`config.mk`:
```
export PLATFORM = sky130hd
export DESIGN_NAME = hnf_sn_req_issue_flat
export DESIGN_NICKNAME = d
export VERILOG_FILES = /design/src/rtl/hnf_sn_req_issue_pkg.sv /design/src/rtl/hnf_sn_req_issue_if.sv /design/src/rtl/hnf_req_fifo.sv /design/src/rtl/hnf_sn_req_issue.sv /design/src/flat_wrapper.sv
export SDC_FILE = /design/constraint.sdc
export NUM_CORES = 1
export LEC_CHECK = 0
export CORE_MARGIN = 3
export CORE_UTILIZATION = 50
export DETAILED_ROUTE_END_ITERATION = 12
export PLACE_DENSITY = 0.71
export SETUP_SLACK_MARGIN = 0.1
export SYNTH_ARGS = -nofsm -noshare
export SYNTH_HDL_FRONTEND = slang
export SYNTH_HIERARCHICAL = 1
export SYNTH_SLANG_ARGS = --single-unit
```
`constraint.sdc`:
```
create_clock -name clock_i -period 13.6 [get_ports clock_i]
set_clock_uncertainty 0.1 [all_clocks]
set_input_delay 4.08 -clock clock_i [delete_from_list [all_inputs] [get_ports clock_i]]
set_output_delay 4.08 -clock clock_i [all_outputs]
set_load 0.02 [all_outputs]
```
`src/rtl/hnf_sn_req_issue_pkg.sv`:
```
// CHI request-flit types and link constants shared by the HN-F to SN-F issue path.
package hnf_sn_req_issue_pkg;

   localparam int CHI_TXNID_RANGE = 8;
   localparam int CHI_NODEID_W    = 7;
   localparam int CHI_ADDR_W      = 44;

   typedef logic [CHI_TXNID_RANGE-1:0] chi_txnid_t;
   typedef logic [CHI_NODEID_W-1:0]    chi_nodeid_t;
   typedef logic [5:0]                 chi_opcode_t;

   localparam chi_opcode_t OP_ReadNoSnp = 6'h04;

   // CHI caps the link credits a transmitter may hold at 15.
   localparam int numCreditsForHNReq = 15;
   localparam int MAX_LCRD           = numCreditsForHNReq;

   typedef struct packed {
      chi_nodeid_t           tgt_id;
      chi_nodeid_t           src_id;
      chi_txnid_t            txn_id;
      chi_nodeid_t           return_nid;
      chi_txnid_t            return_txn_id;
      chi_opcode_t           opcode;
      logic [2:0]            size;
      logic [CHI_ADDR_W-1:0] addr;
   } reqflit_t;

endpackage

```
`src/rtl/hnf_sn_req_issue_if.sv`:
```
// Lookup-side and SN-F-side signals of the ReadNoSnp issue stage; slave is the issue stage itself.
interface hnf_sn_req_issue_if #(
   parameter int TRK_DEPTH = 8
);
   import hnf_sn_req_issue_pkg::*;

   reqflit_t                             read_no_snp;
   logic                                 read_no_snp_v;
   logic                                 txreqflitpend;
   logic                                 txreqflitv;
   reqflit_t                             txreqflit;
   logic                                 txreqlcrdv;
   logic                                 sn_done_v;
   chi_txnid_t                           sn_done_txnid;
   logic                                 fifo_full;
   logic [$clog2(TRK_DEPTH + 1)-1:0]     trk_cnt;
   logic                                 overflow_err;
   logic                                 proto_err;

   modport slave (
      input  read_no_snp, read_no_snp_v, txreqlcrdv, sn_done_v, sn_done_txnid,
      output txreqflitpend, txreqflitv, txreqflit, fifo_full, trk_cnt, overflow_err, proto_err
   );

   modport master (
      output read_no_snp, read_no_snp_v, txreqlcrdv, sn_done_v, sn_done_txnid,
      input  txreqflitpend, txreqflitv, txreqflit, fifo_full, trk_cnt, overflow_err, proto_err
   );

endinterface

```
`src/rtl/hnf_req_fifo.sv`:
```
// Generic reqflit_t FIFO, head visible combinationally; push and pop both take effect at the edge.
// No internal backpressure: a push while full is only legal together with a pop.
module hnf_req_fifo
   import hnf_sn_req_issue_pkg::*;
#(
   parameter  int DEPTH = 4,
   localparam int PTR_W = $clog2(DEPTH),
   localparam int CNT_W = $clog2(DEPTH + 1)
) (
   input  logic             clk_i,
   input  logic             rst_ni,
   input  logic             push_i,
   input  reqflit_t         push_dat_i,
   input  logic             pop_i,
   output reqflit_t         head_dat_o,
   output logic             full_o,
   output logic             empty_o,
   output logic [CNT_W-1:0] count_o
);

   reqflit_t         mem_q [DEPTH];
   logic [PTR_W-1:0] wr_ptr_q, rd_ptr_q;
   logic [CNT_W-1:0] cnt_q, cnt_d;

   always_comb begin
      cnt_d = cnt_q;
      if (push_i && !pop_i) begin
         cnt_d = cnt_q + CNT_W'(1);
      end else if (!push_i && pop_i) begin
         cnt_d = cnt_q - CNT_W'(1);
      end
   end

   // DEPTH is a power of two, so the pointers wrap naturally.
   always_ff @(posedge clk_i or negedge rst_ni) begin
      if (!rst_ni) begin
         wr_ptr_q <= '0;
         rd_ptr_q <= '0;
         cnt_q    <= '0;
      end else begin
         if (push_i) wr_ptr_q <= wr_ptr_q + PTR_W'(1);
         if (pop_i)  rd_ptr_q <= rd_ptr_q + PTR_W'(1);
         cnt_q <= cnt_d;
      end
   end

   always_ff @(posedge clk_i) begin
      if (push_i) mem_q[wr_ptr_q] <= push_dat_i;
   end

   assign head_dat_o = mem_q[rd_ptr_q];
   assign full_o     = (cnt_q == CNT_W'(DEPTH));
   assign empty_o    = (cnt_q == '0);
   assign count_o    = cnt_q;

endmodule

```
`src/rtl/hnf_sn_req_issue.sv`:
```
// HN-F ReadNoSnp issue stage: buffers lookup flits, drives TXREQ under link credits, tracks TxnIDs.
// Define HNF_SN_REQ_BYPASS_EN to let a flit skip an idle FIFO (1-cycle instead of 2-cycle latency).
module hnf_sn_req_issue #(
   parameter int FIFO_DEPTH = 4,
   parameter int TRK_DEPTH  = 8,
   parameter int MAX_LCRD   = hnf_sn_req_issue_pkg::numCreditsForHNReq
) (
   input logic               clock_i,
   input logic               reset_ni,
   hnf_sn_req_issue_if.slave sn_if
);
   import hnf_sn_req_issue_pkg::*;

   localparam int LCRD_W    = $clog2(MAX_LCRD + 1);
   localparam int TRK_CNT_W = $clog2(TRK_DEPTH + 1);
   localparam int FCNT_W    = $clog2(FIFO_DEPTH + 1);

   reqflit_t            fifo_head, issue_flit, txreqflit_q;
   logic                fifo_empty, fifo_full, fifo_push, fifo_pop;
   logic [FCNT_W-1:0]   fifo_count;
   logic                lcrd_avail, trk_free, issue, byp, drop;
   logic                txreqflitv_q, overflow_err_q, proto_err_q;
   logic                trk_proto, lcrd_proto, retire_hit, alloc_done;
   logic [LCRD_W-1:0]   lcrd_cnt_q, lcrd_cnt_d;
   logic [TRK_DEPTH-1:0] trk_vld_q, trk_vld_d;
   chi_txnid_t          trk_id_q [TRK_DEPTH];
   chi_txnid_t          trk_id_d [TRK_DEPTH];
   logic [TRK_CNT_W-1:0] trk_cnt_q, trk_cnt_d;

   hnf_req_fifo #(.DEPTH(FIFO_DEPTH)) u_fifo (
      .clk_i      (clock_i),
      .rst_ni     (reset_ni),
      .push_i     (fifo_push),
      .push_dat_i (sn_if.read_no_snp),
      .pop_i      (fifo_pop),
      .head_dat_o (fifo_head),
      .full_o     (fifo_full),
      .empty_o    (fifo_empty),
      .count_o    (fifo_count)
   );

   // Free-entry check uses registered state, so a same-cycle retire cannot be reused until next cycle.
   assign lcrd_avail = (lcrd_cnt_q != '0);
   assign trk_free   = ~&trk_vld_q;

`ifdef HNF_SN_REQ_BYPASS_EN
   assign byp = sn_if.read_no_snp_v & fifo_empty & ~txreqflitv_q & lcrd_avail & trk_free;
`else
   assign byp = 1'b0;
`endif

   // byp requires an empty FIFO, so it never coincides with a pop and ordering is kept.
   assign fifo_pop   = ~fifo_empty & lcrd_avail & trk_free;
   assign issue      = fifo_pop | byp;
   assign issue_flit = byp ? sn_if.read_no_snp : fifo_head;
   assign fifo_push  = sn_if.read_no_snp_v & ~byp & (~fifo_full | fifo_pop);
   assign drop       = sn_if.read_no_snp_v & ~byp & fifo_full & ~fifo_pop;

   always_comb begin
      lcrd_cnt_d = lcrd_cnt_q;
      lcrd_proto = 1'b0;
      if (sn_if.txreqlcrdv && !issue) begin
         if (lcrd_cnt_q == LCRD_W'(MAX_LCRD)) begin
            lcrd_proto = 1'b1;
         end else begin
            lcrd_cnt_d = lcrd_cnt_q + LCRD_W'(1);
         end
      end else if (!sn_if.txreqlcrdv && issue) begin
         lcrd_cnt_d = lcrd_cnt_q - LCRD_W'(1);
      end
   end

   always_comb begin
      trk_vld_d  = trk_vld_q;
      trk_id_d   = trk_id_q;
      trk_proto  = 1'b0;
      retire_hit = 1'b0;
      alloc_done = 1'b0;
      if (sn_if.sn_done_v) begin
         for (int i = 0; i < TRK_DEPTH; i++) begin
            if (!retire_hit && trk_vld_q[i] && (trk_id_q[i] == sn_if.sn_done_txnid)) begin
               trk_vld_d[i] = 1'b0;
               retire_hit   = 1'b1;
            end
         end
         if (!retire_hit) trk_proto = 1'b1;
      end
      if (issue) begin
         // Duplicate check runs after retire so a TxnID completing this cycle may be reused.
         for (int i = 0; i < TRK_DEPTH; i++) begin
            if (trk_vld_d[i] && (trk_id_d[i] == issue_flit.txn_id)) trk_proto = 1'b1;
         end
         for (int i = 0; i < TRK_DEPTH; i++) begin
            if (!alloc_done && !trk_vld_q[i]) begin
               trk_vld_d[i] = 1'b1;
               trk_id_d[i]  = issue_flit.txn_id;
               alloc_done   = 1'b1;
            end
         end
      end
   end

   always_comb begin
      trk_cnt_d = '0;
      for (int i = 0; i < TRK_DEPTH; i++) begin
         trk_cnt_d = trk_cnt_d + TRK_CNT_W'(trk_vld_d[i]);
      end
   end

   always_ff @(posedge clock_i or negedge reset_ni) begin
      if (!reset_ni) begin
         lcrd_cnt_q     <= '0;
         trk_vld_q      <= '0;
         trk_cnt_q      <= '0;
         txreqflitv_q   <= 1'b0;
         txreqflit_q    <= '0;
         overflow_err_q <= 1'b0;
         proto_err_q    <= 1'b0;
         for (int i = 0; i < TRK_DEPTH; i++) trk_id_q[i] <= '0;
      end else begin
         lcrd_cnt_q     <= lcrd_cnt_d;
         trk_vld_q      <= trk_vld_d;
         trk_id_q       <= trk_id_d;
         trk_cnt_q      <= trk_cnt_d;
         txreqflitv_q   <= issue;
         if (issue) txreqflit_q <= issue_flit;
         overflow_err_q <= overflow_err_q | drop;
         proto_err_q    <= proto_err_q | trk_proto | lcrd_proto;
      end
   end

   assign sn_if.txreqflitv    = txreqflitv_q;
   assign sn_if.txreqflit     = txreqflit_q;
   assign sn_if.txreqflitpend = (fifo_count != '0) | txreqflitv_q;
   assign sn_if.fifo_full     = fifo_full;
   assign sn_if.trk_cnt       = trk_cnt_q;
   assign sn_if.overflow_err  = overflow_err_q;
   assign sn_if.proto_err     = proto_err_q;

endmodule

```
`src/flat_wrapper.sv`:
```
// flat-port wrapper written by rule: the top's interface ports become plain ports
module hnf_sn_req_issue_flat import hnf_sn_req_issue_pkg::*;
#(
   parameter int FIFO_DEPTH = 4,
   parameter int TRK_DEPTH  = 8,
   parameter int MAX_LCRD   = hnf_sn_req_issue_pkg::numCreditsForHNReq
)
  (clock_i, reset_ni, sn_if_read_no_snp, sn_if_read_no_snp_v, sn_if_txreqlcrdv, sn_if_sn_done_v, sn_if_sn_done_txnid, sn_if_txreqflitpend, sn_if_txreqflitv, sn_if_txreqflit, sn_if_fifo_full, sn_if_trk_cnt, sn_if_overflow_err, sn_if_proto_err);
  hnf_sn_req_issue_if #(.TRK_DEPTH(TRK_DEPTH)) sn_if_i ();
  input logic clock_i;
  input logic reset_ni;
  input wire logic [$bits(sn_if_i.read_no_snp)-1:0] sn_if_read_no_snp;
  input wire logic [$bits(sn_if_i.read_no_snp_v)-1:0] sn_if_read_no_snp_v;
  input wire logic [$bits(sn_if_i.txreqlcrdv)-1:0] sn_if_txreqlcrdv;
  input wire logic [$bits(sn_if_i.sn_done_v)-1:0] sn_if_sn_done_v;
  input wire logic [$bits(sn_if_i.sn_done_txnid)-1:0] sn_if_sn_done_txnid;
  output wire logic [$bits(sn_if_i.txreqflitpend)-1:0] sn_if_txreqflitpend;
  output wire logic [$bits(sn_if_i.txreqflitv)-1:0] sn_if_txreqflitv;
  output wire logic [$bits(sn_if_i.txreqflit)-1:0] sn_if_txreqflit;
  output wire logic [$bits(sn_if_i.fifo_full)-1:0] sn_if_fifo_full;
  output wire logic [$bits(sn_if_i.trk_cnt)-1:0] sn_if_trk_cnt;
  output wire logic [$bits(sn_if_i.overflow_err)-1:0] sn_if_overflow_err;
  output wire logic [$bits(sn_if_i.proto_err)-1:0] sn_if_proto_err;
  assign sn_if_i.read_no_snp = sn_if_read_no_snp;
  assign sn_if_i.read_no_snp_v = sn_if_read_no_snp_v;
  assign sn_if_i.txreqlcrdv = sn_if_txreqlcrdv;
  assign sn_if_i.sn_done_v = sn_if_sn_done_v;
  assign sn_if_i.sn_done_txnid = sn_if_sn_done_txnid;
  assign sn_if_txreqflitpend = sn_if_i.txreqflitpend;
  assign sn_if_txreqflitv = sn_if_i.txreqflitv;
  assign sn_if_txreqflit = sn_if_i.txreqflit;
  assign sn_if_fifo_full = sn_if_i.fifo_full;
  assign sn_if_trk_cnt = sn_if_i.trk_cnt;
  assign sn_if_overflow_err = sn_if_i.overflow_err;
  assign sn_if_proto_err = sn_if_i.proto_err;
  hnf_sn_req_issue #(.FIFO_DEPTH(FIFO_DEPTH), .TRK_DEPTH(TRK_DEPTH), .MAX_LCRD(MAX_LCRD)) u_core (.clock_i(clock_i), .reset_ni(reset_ni), .sn_if(sn_if_i));
endmodule
```
==> results.yml, run 1 <==
yosys:
  synthFlopType: "edfxtp_1"
  synth_area_per_cell_sq_um: 16.3
  synth_compound_area_frac: 0.00825
  synth_most_common_cell: "edfxtp_1"
  synth_fa_ha_area_frac: 0.0112
  synth_top_family_by_area: "multiplexers"
  yosys-top-cells-count: "edfxtp_1, nand2_1, dfrtp_1"
  syn-num-nets: 1460
  synth_cell_types: 49
  syn_area_sq_um: 21800
  synth_top_area_frac: 0.495
  synthMuxAreaShare: 0.127
  synthCells: 1341
  synth-xor-area-share: 0.0553
  yosys.area.top_type: "edfxtp_1"
  ys_ff_latch: 540
  yosysWarnings: 6
  yosysSeqAreaShare: 0.701
  async_flop_share: 0.333
  synth_edf_count: 360
  synth_simple_gate_area_frac: 0.0761
  yosys-top-cells-area: "edfxtp_1, dfrtp_1, mux4_2"
floorplanning:
  coreArea_sq_um: 42500
  dieHeight_microns: 215
  die_w_microns: 215
  dieArea_sq_um: 46200
  initial_core_util: 0.514
  top_level_ports: 202
  fp-row-count: 75
clock_tree:
  cts_max_level: 2
  ctsResizeCount: 0
  post_cts_buffers: 0
  clkSinkCount: 540
  clockBufferDepth: 3
  holdBufCountCts: 0
  cts_tree: "done"
  root_buffer: "clkbuf_16"
  cts_buffers: 55
  clkLatencyLatePin_ns: 0.62
  clkTransAtPathRegs_ns: 0.06
pwr:
  leakagePower_nw: 9.74
  max-vdd-ir-drop_mv: 0.173
  power_density_nw_per_um2: 249
finish:
  area_growth_pct: 19.5
  antenna_cells: 0
  regArea_sq_um: 15300
  final_nets: 1662
  fill_cells: 3165
  layout-drive-gt1-share: 0.170
  multi_input_area_sq_um: 6080
  layout.cells.non_filler: 2167
sta:
  slew_violations: 0
  finalCritPeriodShare: 0.614
  period_needed_ns: 8.35
  fmax_mhz: 120
  setup_violations: 0
  hold_viol_final: 0
  worst_pin_slew_ns: 1.15
  tns_ns: 0
  slew_headroom: 0.233
  rsz0062_at_grt: "no"
worst_hold_path:
  hp-class: "register to register"
route:
  drt-vias-per-instance: 5.41
  wire_per_inst_microns: 22.1
  remaining_drc_errors: 0
  dr.pass1.iters: 5
  drt_iter0_drc: 647
  routed_wl_microns: 47800
  ant_nets: 0
  vias: 11725
critical_path:
  arrival_ns: 8.71
  cp.required_ns: 13.96
  slowest_delay_ns: 0.71
  critPathMaxFanout: 8
  cpMostUsedCell: "fa_1"
  critical-path-top-delay-family: "adder cells"
  critPathLaunchType: "input pin"
  path_buf_inv: 4
  crit_path_top_delay_cell: "clkdlybuf4s50_1"
  path_class: "input pin to register"
  cp-end-kind: "register"
  crit_chain: "clkdlybuf4s50_1 > xor2_1 > nor4_1 > a31oi_1 > nand3_1 > o21ai_0 > and2_1 > fa_1 > inv_1 > fa_1 > inv_1 > fa_1 > inv_1 > ha_1 > fa_1 > xor2_1"
job:
  max_cap_viol_count: 0
global_routing:
  grt_usage: 0.211
  grt_max_degree: 67
  antenna_found_initial: 10
  grt_pass1_vias: 12795
  gr-total-overflow: 0
  grt_pass1_wl_microns: 74900
place:
  io_buffers: 201
  routabilityCongestion: 0.837
  placed_cells: 2063
  dpl.hpwl_microns: 28900
outcome:
  status: "complete, no violations"
## final timing paths
path | startpoint | slack, ns | end | depth (start not counted)
max reg2reg | u_core/lcrd_cnt_q[0] | 8.00 | u_core/sn_if.trk_cnt[1] | 15
max | sn_if_sn_done_txnid[7] | 5.25 | u_core/sn_if.trk_cnt[2] | 16
min reg2reg | u_core/sn_if.txreqflit[36] | 0.37 | u_core/sn_if.txreqflit[36] | 2
max in group asynchronous | reset_ni | 8.65 | u_core/u_fifo/rd_ptr_q[1] | 2
min | u_core/sn_if.txreqflit[36] | 0.37 | u_core/sn_if.txreqflit[36] | 2
min in group asynchronous | reset_ni | 3.36 | u_core/u_fifo/count_o[2] | 1
## per-stage QoR
step / hold WS, ns / power, mW / utilization / setup slack [ns] / area (sq um)
floorplan: 0.361 / 4.25 / - / 5.70 / 21800
global placement: 0.349 / 5.03 / 0.571 / 4.72 / 24300
detailed placement: 0.361 / 5.09 / 0.571 / 4.66 / 24300
CTS: 0.376 / 6.60 / 0.614 / 5.28 / 26100
global route: 0.397 / 6.91 / 0.614 / 5.00 / 26100
finish: 0.371 / 6.51 / 0.614 / 5.25 / 26100
## cells in the final DEF (no fill, tap or decap), types with 8 or more instances in the layout
cell type | netlist | routed
edfxtp_1 | 360 | 360
nand2_1 | 287 | 287
clkdlybuf4s50_1 | 0 | 200
dfrtp_1 | 180 | 178
mux4_2 | 90 | 90
xor2_1 | 78 | 78
mux2_2 | 66 | 66
xnor2_1 | 60 | 60
clkbuf_16 | 0 | 55
nor4_1 | 16 | 16
inv_1 | 16 | 15
nand4_1 | 15 | 15
nor3_1 | 13 | 13
clkbuf_1 | 27 | 12
nand3_1 | 12 | 12
buf_4 | 2 | 11
clkbuf_8 | 0 | 10
ha_1 | 10 | 10
clkinv_2 | 0 | 9
nor2_1 | 9 | 9
clkinvlp_4 | 0 | 8
## worst reg2reg max path: stages, from the launching register on
cell and delay (ns):
dfrtp_1 0.44, nor4_1 0.44, nor2_1 0.22, o21ai_4 0.11, buf_4 0.40, clkinv_2 0.71, nand3_1 0.70, and2_1 0.27
fa_1 0.43, inv_1 0.08, fa_1 0.40, inv_1 0.08, fa_1 0.41, inv_1 0.08, ha_1 0.20, fa_1 0.40
## where the power goes
part | switching [mW] | internal [mW] | total (mW)
Combinational | 1.36 | 1.04 | 2.40
Sequential | 0.337 | 2.28 | 2.62
Clock | 0.632 | 0.858 | 1.49
Total | 2.32 | 4.19 | 6.51
## layer usage
layer  GRT usage  routed length (microns)  part of all wire
met1       0.264                    19300              0.40
met2       0.360                    24100              0.50
met3      0.0592                     3230             0.067
met4      0.0628                      985             0.021
met5           0                      153            0.0032
## layout make-up
type	count	share of cell area
sequential	540	0.587
multi-input combinational	718	0.233
timing repair buffer	212	0.0804
clock buffer	76	0.0592
tap	577	0.0277
clock inverter	28	0.0108
inverter	16	0.00235
## logic make-up after synthesis
kind of cell / after synthesis
xor gates and xnor gates: 138
DFF: 540
adders and majority gates: 16
AOI/OAI and AO/OA: 25
buffers and inverters: 83
muxes: 156
and+or+nand+nor: 383
## flip-flops by register name, indices dropped and copies added (netlist names)
register and count:
u_core/sn_if.overflow_err 1, u_core/sn_if.txreqflit 90, u_core/sn_if.txreqflitv 1, u_core/trk_vld_q 8, u_core/trk_id_q 64, u_core/u_fifo/mem_q 360, u_core/u_fifo/wr_ptr_q 2, u_core/u_fifo/rd_ptr_q 2
u_core/u_fifo/count_o 3, u_core/lcrd_cnt_q 4, u_core/sn_if.trk_cnt 4, u_core/sn_if.proto_err 1
Power figures use the tool's default switching activity.
==> inputs of run 2 (changes only) <==
Settings changed: PLACE_DENSITY 0.71 to 0.74.
Clock period 13.6 ns to 7.2 ns, I/O delays scaled along.
==> results.yml, run 2 (synthesis gave the netlist of run 1 again) <==
outcome:
  status: "complete, no violations"
clock_tree:
  holdBufCountCts: 0
  clkTransAtPathRegs_ns: 0.06
  ctsResizeCount: 0
  clkSinkCount: 540
  cts_buffers: 53
  clockBufferDepth: 3
  post_cts_buffers: 0
  cts_tree: "done"
  clkLatencyLatePin_ns: 0.60
  cts_max_level: 2
  root_buffer: "clkbuf_16"
pwr:
  seqPwrFrac: 0.401
  switching_share: 0.359
  p_int_mw: 7.86
  power_switching_mw: 4.40
  p_clk_frac: 0.219
  p_total_mw: 12.3
  power_density_nw_per_um2: 470
  max-vdd-ir-drop_mv: 0.300
  leakagePower_nw: 9.76
  pwr-share-comb: 0.380
place:
  placed_area_sq_um: 24400
  io_buffers: 201
  dp_worst_setup_slack_ns: 0.464
  placed_cells: 2074
  routabilityCongestion: 0.856
  dpl.hpwl_microns: 29400
floorplanning:
  dieArea_sq_um: 46200
  coreArea_sq_um: 42500
  top_level_ports: 202
  dieHeight_microns: 215
  fp-row-count: 75
  die_w_microns: 215
  initial_core_util: 0.514
global_routing:
  grt_pass1_wl_microns: 75900
  grt_pass1_vias: 12954
  gr-total-overflow: 0
  grt_usage: 0.213
  antenna_found_initial: 6
  grt_max_degree: 113
finish:
  layout-drive-gt1-share: 0.169
  final_nets: 1671
  fin_util: 0.614
  largest_reg_flops: 360
  area_growth_pct: 19.5
  layout.cells.non_filler: 2174
  final_common_cell: "edfxtp_1"
  fin_area_sq_um: 26100
  regMostFlops: "u_core/u_fifo/mem_q"
  final_cell_mix: "edfxtp_1, nand2_1, clkdlybuf4s50_1, dfrtp_1, mux4_2"
critical_path:
  r2r_slack_ns: 2.73
  path_class: "input pin to register"
  critPathMaxFanout: 8
  cp.required_ns: 7.56
  r2r_end: "u_core/sn_if.trk_cnt[2]"
  rr_startpoint: "u_core/u_fifo/count_o[0]"
  critPathLaunchType: "input pin"
  cp-end-kind: "register"
  arrival_ns: 6.56
  ff2ff_path_depth: 15
sta:
  tns_ns: 0
  finalCritPeriodShare: 0.861
  worst_pin_slew_ns: 1.12
  slew_headroom: 0.253
  finalWorstSetupSlack_ns: 1.00
  slew_violations: 0
  fmax_mhz: 161
  period_needed_ns: 6.20
  rsz0062_at_grt: "no"
  hold_viol_final: 0
  hold_slack_ns: 0.371
  setup_violations: 0
route:
  drt_iter0_drc: 855
  ant_nets: 0
  routed_wl_microns: 48000
  wire_per_inst_microns: 22.1
  remaining_drc_errors: 0
  dr.pass1.iters: 5
  vias: 11829
  drt-vias-per-instance: 5.44
worst_hold_path:
  hold_depth: 1
  hp-class: "register to register"
  min_to: "u_core/sn_if.overflow_err"
  holdCritStartpoint: "u_core/sn_if.overflow_err"
job:
  max_cap_viol_count: 0
-- run 2: cell count changes in the layout (fill, tap and decap cells not counted), sizes merged --
cell / before / now
buf: 11 / 22
clkbuf: 77 / 80
clkinv: 16 / 15
clkinvlp: 8 / 0
diode: 0 / 2
-- run 2: power by group through the flow --
| stage | Sequential (mW) | Clock [mW] | Combinational, mW |
|---|---|---|---|
| after global placement | 4.94 | 0 | 4.59 |
| after detailed placement | 4.97 | 0 | 4.71 |
| after CTS | 4.93 | 2.75 | 4.73 |
| after floorplan | 5.09 | 0 | 2.94 |
| final | 4.91 | 2.69 | 4.65 |
| after global routing | 5.01 | 2.89 | 5.11 |
-- run 2: per-layer routing --
metal | up-vias | share of wire | track usage
li1 | 5299 | - | -
met1 | 6144 | 0.40 | 0.270
met4 | 8 | 0.021 | 0.0516
met5 | - | 0.0013 | 0
met3 | 88 | 0.067 | 0.0586
met2 | 290 | 0.51 | 0.367
-- run 2: worst max path at each step --
stage / from / to / depth (start not counted)
2_1_floorplan: sn_if_sn_done_txnid[7] / u_core/sn_if.trk_cnt[2] / 16
3_3_place_gp: sn_if_sn_done_txnid[1] / u_core/sn_if.trk_cnt[2] / 16
3_5_place_dp: sn_if_sn_done_txnid[1] / u_core/sn_if.trk_cnt[2] / 16
4_1_cts: sn_if_sn_done_txnid[1] / u_core/sn_if.trk_cnt[2] / 16
5_1_grt: sn_if_sn_done_txnid[1] / u_core/sn_if.trk_cnt[2] / 16
6_report: sn_if_sn_done_txnid[1] / u_core/sn_if.trk_cnt[2] / 16
-- run 2: cell type report --
type                       instances  area (sq um)
tap                              577           722
clock buffer                      79          1500
inverter                          16          61.3
fill                            3085         16400
timing repair buffer             223          2220
sequential                       540         15300
antenna                            2          5.00
multi-input combinational        718          6080
clock inverter                    19           199
-- run 2: critical path, cell delays in order --
cell             delay [ns]
clkdlybuf4s50_1        0.67
xor2_1                 0.27
nor4_1                 0.38
a31oi_1                0.18
nand3_1                0.19
o21ai_0                0.11
and2_1                 0.19
fa_1                   0.51
inv_1                  0.05
fa_1                   0.47
inv_1                  0.05
fa_1                   0.47
inv_1                  0.04
ha_1                   0.21
fa_1                   0.44
xor2_1                 0.17
==> inputs of run 3 (changes only) <==
Settings changed: CORE_UTILIZATION 50 to 45, CTS_CLUSTER_DIAMETER from default to 40, PLACE_DENSITY 0.74 to 0.67.
==> results.yml, run 3 (synthesis gave the netlist of run 1 again) <==
global_routing:
  antenna_found_initial: 9
  grt_pass1_wl_microns: 75800
  grt_max_degree: 113
  grt_usage: 0.195
  grt_pass1_vias: 13006
  gr-total-overflow: 0
clock_tree:
  root_buffer: "clkbuf_16"
  clkSinkCount: 540
  cts_max_level: 3
  holdBufCountCts: 0
  clkLatencyLatePin_ns: 0.61
  post_cts_buffers: 0
  cts_tree: "done"
  cts_buffers: 80
  clkTransAtPathRegs_ns: 0.05
  clockBufferDepth: 3
  ctsResizeCount: 0
route:
  drt-vias-per-instance: 5.31
  wire_per_inst_microns: 21.4
  dr.pass1.iters: 5
  drt_iter0_drc: 733
  ant_nets: 0
  remaining_drc_errors: 0
  routed_wl_microns: 48400
  vias: 11999
sta:
  rsz0062_at_grt: "no"
  hold_viol_final: 0
  slew_violations: 0
  hold_slack_ns: 0.370
  tns_ns: 0
  finalCritPeriodShare: 0.873
  worst_pin_slew_ns: 1.05
  fmax_mhz: 159
  period_needed_ns: 6.28
  setup_violations: 0
  slew_headroom: 0.299
pwr:
  switching_share: 0.352
  power_density_nw_per_um2: 490
  seqPwrFrac: 0.374
  p_int_mw: 8.64
  p_clk_frac: 0.286
  leakagePower_nw: 10.2
  max-vdd-ir-drop_mv: 0.319
  p_total_mw: 13.3
  power_switching_mw: 4.69
  pwr-share-comb: 0.340
finish:
  regArea_sq_um: 15300
  regMostFlops: "u_core/u_fifo/mem_q"
  multi_input_area_sq_um: 6080
  final_cell_mix: "edfxtp_1, nand2_1, clkdlybuf4s50_1, dfrtp_1, mux4_2"
  final_common_cell: "edfxtp_1"
  final_nets: 1697
  fin_util: 0.568
  fin_area_sq_um: 27200
  area_growth_pct: 24.5
  layout-drive-gt1-share: 0.202
  largest_reg_flops: 360
  fill_cells: 3708
floorplanning:
  coreArea_sq_um: 47800
  dieArea_sq_um: 51200
  fp-row-count: 80
  initial_core_util: 0.457
  die_w_microns: 226
  dieHeight_microns: 226
  top_level_ports: 202
worst_hold_path:
  hp-class: "register to register"
critical_path:
  cp.required_ns: 7.59
  cp-end-kind: "register"
  arrival_ns: 6.67
  critPathLaunchType: "input pin"
  critPathMaxFanout: 6
  path_class: "input pin to register"
job:
  max_cap_viol_count: 0
place:
  dpl.hpwl_microns: 29000
  routabilityCongestion: 0.864
  io_buffers: 201
  placed_area_sq_um: 24500
outcome:
  status: "complete, no violations"
==> run 3: cell types whose count changed in the layout (fill, tap and decap cells not counted), moves of 4 or more <==
cell and change:
inv_6 +8, inv_8 +4, clkinv_4 +12, clkinvlp_4 +8
clkbuf_1 -13, clkbuf_16 +27
==> run 3: cell type report <==
cell class                 instances  area share
sequential                       540       0.564
timing repair buffer             222      0.0822
clock buffer                      90      0.0765
clock inverter                    58      0.0236
inverter                          16     0.00225
multi-input combinational        718       0.223
tap                              615      0.0283
antenna                            2    0.000184
==> run 3: critical path, stage by stage <==
cell and delay [ns]:
clkdlybuf4s50_1 0.65, xor2_1 0.26, nor4_1 0.48, a31oi_1 0.20, nand3_1 0.18, o21ai_0 0.10
and2_1 0.19, fa_1 0.54, inv_1 0.06, fa_1 0.48, inv_1 0.05, fa_1 0.48
inv_1 0.04, ha_1 0.20, fa_1 0.43, xor2_1 0.16
==> run 3: per-stage QoR <==
step,cells,setup slack [ns]
final,2261,0.916
after global routing,2260,0.695
after CTS,2259,0.985
after detailed placement,2111,0.356
after global placement,2111,0.377
after floorplan,1341,1.22
==> run 3: worst paths after layout <==
kind                                            startpoint                          to  slack, ns  cells past startpoint
worst min register to register  u_core/sn_if.txreqflit[69]  u_core/sn_if.txreqflit[69]       0.37                      2
max in group asynchronous                         reset_ni  u_core/sn_if.txreqflit[28]       4.41                      2
worst max-delay path                sn_if_sn_done_txnid[3]     u_core/sn_if.trk_cnt[2]       0.92                     16
worst min-delay path            u_core/sn_if.txreqflit[69]  u_core/sn_if.txreqflit[69]       0.37                      2
worst max register to register        u_core/lcrd_cnt_q[0]     u_core/sn_if.trk_cnt[1]       1.88                     15
min in group asynchronous                         reset_ni    u_core/u_fifo/count_o[2]       1.51                      1
==> run 3: layer usage <==
layer,vias up,wire length [microns],share of wire,global-route usage
li1,5389,-,-,-
met1,6194,20400,0.42,0.250
met2,295,23900,0.49,0.325
met3,107,2740,0.057,0.0546
met4,14,1340,0.028,0.0650
met5,-,96,0.0020,0
==> run 3: power groups by stage <==
stage / Clock (mW) / Sequential, mW / Combinational, mW
floorplan: 0 / 5.09 / 2.94
global placement: 0 / 5.02 / 4.54
detailed placement: 0 / 5.04 / 4.62
CTS: 3.91 / 5.00 / 4.64
global route: 4.05 / 5.09 / 5.01
finish: 3.82 / 4.98 / 4.53
